File: src/rtl/universal_shift_register.sv
// Universal shift register: hold / shift right / shift left / parallel load, plus a
// counted burst of shifts controlled by a two-state FSM with registered busy/done.
//
// state | meaning
// IDLE  | mode applied each edge; start with a shift mode launches a burst
// BURST | one shift per edge in the latched direction until the count runs out
module universal_shift_register #(
  parameter int WIDTH   = 8,
  parameter int COUNT_W = 4
) (
  input  logic               clk,
  input  logic               clear,
  input  logic [1:0]         mode,
  input  logic [WIDTH-1:0]   par_in,
  input  logic               sin_r,
  input  logic               sin_l,
  input  logic               start,
  input  logic [COUNT_W-1:0] shift_cnt,
  output logic [WIDTH-1:0]   q,
  output logic               sout_r,
  output logic               sout_l,
  output logic               busy,
  output logic               done
);

  typedef enum logic {IDLE, BURST} state_t;

  localparam logic [1:0] MODE_HOLD  = 2'b00;
  localparam logic [1:0] MODE_RIGHT = 2'b01;
  localparam logic [1:0] MODE_LEFT  = 2'b10;
  localparam logic [1:0] MODE_LOAD  = 2'b11;

  state_t             state_q, state_d;
  logic [WIDTH-1:0]   data_q, data_d;
  logic [COUNT_W-1:0] cnt_q, cnt_d;
  logic               dir_left_q, dir_left_d;
  logic               busy_q, busy_d;
  logic               done_q, done_d;

  logic [WIDTH-1:0]   shr_val, shl_val;

  assign shr_val = {sin_r, data_q[WIDTH-1:1]};
  assign shl_val = {data_q[WIDTH-2:0], sin_l};

  always_ff @(posedge clk or posedge clear) begin
    if (clear) begin
      state_q    <= IDLE;
      data_q     <= '0;
      cnt_q      <= '0;
      dir_left_q <= 1'b0;
      busy_q     <= 1'b0;
      done_q     <= 1'b0;
    end else begin
      state_q    <= state_d;
      data_q     <= data_d;
      cnt_q      <= cnt_d;
      dir_left_q <= dir_left_d;
      busy_q     <= busy_d;
      done_q     <= done_d;
    end
  end

  always_comb begin
    state_d    = state_q;
    data_d     = data_q;
    cnt_d      = cnt_q;
    dir_left_d = dir_left_q;
    busy_d     = busy_q;
    done_d     = 1'b0;
    unique case (state_q)
      IDLE: begin
        // start only means something with a shift mode; otherwise it is plain operation
        if (start && (mode == MODE_RIGHT || mode == MODE_LEFT)) begin
          dir_left_d = (mode == MODE_LEFT);
          if (shift_cnt == '0) begin
            done_d = 1'b1;
          end else begin
            cnt_d   = shift_cnt;
            state_d = BURST;
            busy_d  = 1'b1;
          end
        end else begin
          unique case (mode)
            MODE_HOLD:  data_d = data_q;
            MODE_RIGHT: data_d = shr_val;
            MODE_LEFT:  data_d = shl_val;
            MODE_LOAD:  data_d = par_in;
            default:    data_d = data_q;
          endcase
        end
      end
      BURST: begin
        data_d = dir_left_q ? shl_val : shr_val;
        cnt_d  = cnt_q - 1'b1;
        if (cnt_q == {{(COUNT_W-1){1'b0}}, 1'b1}) begin
          state_d = IDLE;
          busy_d  = 1'b0;
          done_d  = 1'b1;
        end
      end
      default: state_d = IDLE;
    endcase
  end

  assign q      = data_q;
  assign sout_r = data_q[0];
  assign sout_l = data_q[WIDTH-1];
  assign busy   = busy_q;
  assign done   = done_q;

endmodule

File: config.mk
export PLATFORM = sky130hd
export DESIGN_NAME = universal_shift_register
export DESIGN_NICKNAME = d
export VERILOG_FILES = /design/src/rtl/universal_shift_register.sv
export SDC_FILE = /design/constraint.sdc
export NUM_CORES = 1
export LEC_CHECK = 0
export CAP_MARGIN = 20
export CORE_MARGIN = 5
export CORE_UTILIZATION = 43
export CTS_CLUSTER_DIAMETER = 40
export DETAILED_ROUTE_END_ITERATION = 16
export PLACE_DENSITY_LB_ADDON = 0.2
export SYNTH_ARGS = -nofsm -noshare
export SYNTH_HDL_FRONTEND = slang
export SYNTH_SLANG_ARGS = --single-unit
File: constraint.sdc
create_clock -name clk -period 1.4 [get_ports clk]
set_input_delay 0.28 -clock clk [delete_from_list [all_inputs] [get_ports clk]]
set_output_delay 0.28 -clock clk [all_outputs]
set_load 0.005 [all_outputs]
**Word level (Yosys, flattened, before mapping)**

Index checks and enable logic that the tools add are counted.

- $add $sub $neg: 1
- Equality and inequality tests: 9
- Multiplexer cells: 19
- Bitwise logic cells: 1
- Reduce and logical (&&, ||, !) cells: 8

Operators with widths:

| cell | count |
|---|---|
| case mux 8 bit (3 select lines) | 1 |
| two-way mux 8 bit | 2 |
| case mux 8 bit (2 select lines) | 1 |
| two-way mux 1 bit | 9 |
| two-way mux 4 bit | 2 |
| != test 2 bit, second input constant | 4 |
| case mux 4 bit (2 select lines) | 1 |
| case mux 1 bit (2 select lines) | 3 |
| AND reduction 2 bit | 3 |
| equality test 2 bit, second input constant | 2 |
| equality test 4 x 1 -> 1 bit, second input constant | 1 |
| logical NOT 4 bit | 1 |
| subtractor 4 x 1 -> 4 bit, second input constant | 1 |
| AND reduction 3 bit | 1 |
| equality test 2 x 1 -> 1 bit, second input constant | 1 |
| logical NOT 2 bit | 1 |
| != test 2 x 1 -> 1 bit, second input constant | 1 |
| logical AND 1 bit | 1 |
| logical OR 1 bit | 1 |
| NOT 1 bit | 1 |

- Bits in registers: 16
- Input port bits: 19
- Output and inout port bits: 12
- Logic and storage cells: 44

**Longest topological paths before layout**

- Word-level depth: 5
- Depth in mapped cells: 7
- Depth with buffers taken out: 5

**Worst setup path after synthesis**

No wires, ideal clock.

- Kind: input port to flip-flop
- From: input port mode[0]
- To: register data_q[0] (netlist: q[0])
- Setup time: 0.087 ns
- Arrival time: 1.431 ns
- Slack: -0.118 ns
- Stages on the path: 6
- Path buffers: 1
- Cell sequence: inv_1 > ha_1 > a21o_1 > buf_2 > a211o_1 > a22oi_1

- Word-level cells in the longest chain between the ends: 5
- Elaborated cells between the ends (all ways): 12
- Classes of those cells: eq/ne: 5; mux: 3; reduce/logical: 4

RTL lines:

| item | line | text |
|---|---|---|
| start, declared | 13 | `input logic [1:0] mode,` |
| parallel branches: the longest is 5 deep, another holds case mux 8 bit (3 select lines) | - |  |
| end signal, assigned | 55 | `data_q <= data_d;` |
| end, declared | 34 | `logic [WIDTH-1:0] data_q, data_d;` |

Parallel ways; which one is timed is not known. The select of a mux whose other input is x is not followed.
A chain may end at the register's enable or synchronous reset.

**Worst setup path in the final report**

- From: register cnt_q[1]
- To: register busy_q (netlist: busy)

- Word-level cells in the longest chain between the ends: 3

RTL lines:

| item | line | text |
|---|---|---|
| start, declared | 35 | `logic [COUNT_W-1:0] cnt_q, cnt_d;` |
| start signal, assigned | 56 | `cnt_q <= cnt_d;` |
| equality test 4 x 1 -> 1 bit | 95 | `if (cnt_q == {{(COUNT_W-1){1'b0}}, 1'b1}) begin` |
| != test 2 x 1 -> 1 bit (no line) | - |  |
| AND reduction 3 bit (no line) | - |  |
| end signal, assigned | 58 | `busy_q <= busy_d;` |
| end, declared | 37 | `logic busy_q, busy_d;` |

Every way passes these cells.

==> impl_metrics.toml <==
[global_route]
met2_usage = 0.340
antenna_found_initial = 0
grt_pass1_vias = 1164
grt_overflow_total = 0
grtUsageMet3 = 0.0298
busiest_layer = "met2"
grt_util_met1 = 0.226
track_usage = 0.194
grt_max_degree = 24
grt_pass1_wl_um = 5310

[placement]
io_buffers = 30
dp.cells = 177
gp_congestion = 0.830
post-place-ws_ps = -663
dp_hpwl_um = 2190

[synthesis]
yosysTopAreaCellShare = 0.358
postSynth.asyncResetShare = 1.00
ys_types = 28
ys_seq_elements = 16
synthesis.nets = 139
yosys-top-cells-count = "a22oi_1 (19), dfrtp_1 (16), nor3_1 (9)"
syn_area_mm2 = 0.00112
synth_edf_count = 0
synth_area_per_cell_um2 = 9.80
ys.flop_type = "dfrtp_1"
synth.most_common_cell = "a22oi_1"
yosysTopAreaCell = "dfrtp_1"
ys_top_cells_by_area = "dfrtp_1 (36%), a22oi_1 (13%), mux2i_1 (7.2%)"
synth-seq-area-share = 0.358
synth_cells = 114
yosys_warnings = 0

[cells_and_area]
antenna_cells = 0
synthToLayoutAreaGrowth_pct = 47.5
seq_area_um2 = 405
finalNetCount = 189
drive_gt1_frac = 0.307
multi_input_area_um2 = 664
n_fill_cell = 215
stdcell_count = 193

[sta]
max_slew_margin = 0.676
fmax_ghz = 0.727
slew_viol_final = 0
finalWorstSetupSlack_ps = 25.3
setup_violations = 0
rsz0062_at_grt = "true"
hold_viol_final = 0
tightest_slew_ps = 486
fin_crit_ps = 1370
period_share = 0.982
worst_clock_skew_ps = 1.93

[critical_path]
reg2reg_to = "busy"
critPathBufInv = 1
critPathCapture = "busy"
path_delay_family = "simple AND/OR/NAND/NOR gates"
arrival_ps = 1570
crit_required_ps = 1590
crit_type = "reg2reg"
timing.rr.start = "cnt_q[1]"
start_kind = "flop"
critPathMaxFanout = 3
cp.depth = 4
timing.critical_path.from = "cnt_q[1]"
path_cells = "inv_2, ha_1, or4b_4, a22o_1"
r2r_slack_ps = 30
reg2reg_depth = 4
slowest_stage = "or4b_4"
critPathMaxStageDelay_ps = 470
endpoint_kind = "flop"

[detailed_routing]
vias = 1147
drt_first_pass_iters = 4
antenna_left = 0
wl_um = 3310
wl_per_cell_um = 17.2
drc = 0
via_per_inst = 5.94
drt_iter0_drc = 82

[flow_run]
cap_viol_max_count = 0

[clocking]
cts_buffer_depth = 2
numCtsBuffers = 3
hold_buffers = 0
cts_max_level = 1
clk-insertion-delay-late_ps = 290
clock-sinks = 16
cts.clk_slew.worst_paths_ps = 110
cts_tree = "built"
clockRootBuffer = "clkbuf_4"

[die]
rows = 18
fp.coreArea_mm2 = 0.00248
initial_core_util = 0.451
dieArea_mm2 = 0.00372
ios = 31
fp.dieH_um = 61.0
die_w_um = 61.0

[pwr]
pwr_density_cell_mw_per_mm2 = 1740
peakVddDrop_mv = 1.43
p_leak_nw = 0.740

[run_status]
status = "complete, no violations"

[worst_hold_path]
hp-class = "in2async"
layout by cell type (no fill, tap or decap), types with 3 or more instances in the layout:
cell type / instances
dfrtp_2: 4
buf_4: 25
dfrtp_1: 12
dlygate4sd2_1: 14
ha_1: 3
a22oi_1: 18
nor3_1: 9
mux2i_1: 8
a21oi_1: 8
inv_1: 3
clkdlybuf4s50_1: 16
a211o_1: 8
a31oi_1: 4
o21ai_0: 4
inv_2: 3
clkbuf_4: 3
registers in the layout, indices dropped and copies added (netlist names):
| register | cells |
|---|---|
| q | 8 |
| cnt_q | 4 |
| dir_left_q | 1 |
| done | 1 |
| busy | 1 |
| state_q | 1 |
metal layers:
metal,vias to the layer above,wire length (um)
li1,534,-
met1,554,1340
met2,45,1670
met3,14,186
met4,0,111
met5,-,0
where the power goes:
group | internal, mW | switching (mW)
Clock | 0.158 | 0.169
Combinational | 0.921 | 0.711
Sequential | 0.702 | 0.201
Total | 1.78 | 1.08
worst min-delay path by stage:
stage          start  slack [ps]        to  depth (start not counted)
2_1_floorplan  clear         190      busy                          1
3_5_place_dp    busy         510      busy                          1
4_1_cts        clear         280  cnt_q[0]                          3
6_report       clear         280      busy                          3
3_3_place_gp    busy         490      busy                          1
5_1_grt        clear         290  cnt_q[0]                          3
cell families (layout without fill, tap and decap cells):
| logic type | after synthesis | count (layout) | share of synthesized area |
|---|---|---|---|
| compound gates | 48 | 49 | 0.305 |
| buf+inv | 18 | 66 | 0.0929 |
| flops | 16 | 16 | 0.358 |
| simple gates | 15 | 15 | 0.0795 |
| mux | 9 | 9 | 0.0817 |
| fa+ha+maj | 6 | 6 | 0.0672 |
| xor+xnor | 2 | 2 | 0.0157 |
worst reg2reg max path, delay by kind of cell (launching register included):
| family | cells | cell delay (ps) |
|---|---|---|
| compound gates | 1 | 200 |
| fa+ha+maj | 1 | 120 |
| buf+inv | 1 | 70 |
| flops | 1 | 420 |
| simple gates | 1 | 470 |
area by class of cell:
| type | count | share of cell area |
|---|---|---|
| sequential | 16 | 0.246 |
| multi-input combinational | 81 | 0.403 |
| clock buffer | 4 | 0.0220 |
| timing repair buffer | 56 | 0.292 |
| tap | 30 | 0.0228 |
| inverter | 6 | 0.0137 |
metrics by stage:
step	hold WS [ps]	power (mW)	setup TNS [ps]	cell area, um2	utilization
finish	278	2.86	0	1650	0.665
CTS	276	2.87	0	1650	0.665
detailed placement	506	2.40	-8030	1500	0.606
floorplan	194	1.77	-562	1130	-
global route	292	3.08	-18.7	1650	0.665
global placement	494	2.34	-7370	1500	0.606
repair_timing:
item	in CTS	in global routing
pin swaps	2	0
gates resized for setup	27	2
buffers inserted	11	0
cloned	1	0
endpoints found under the setup margin	26	1
No activity file was read; power rests on OpenSTA's default activity.
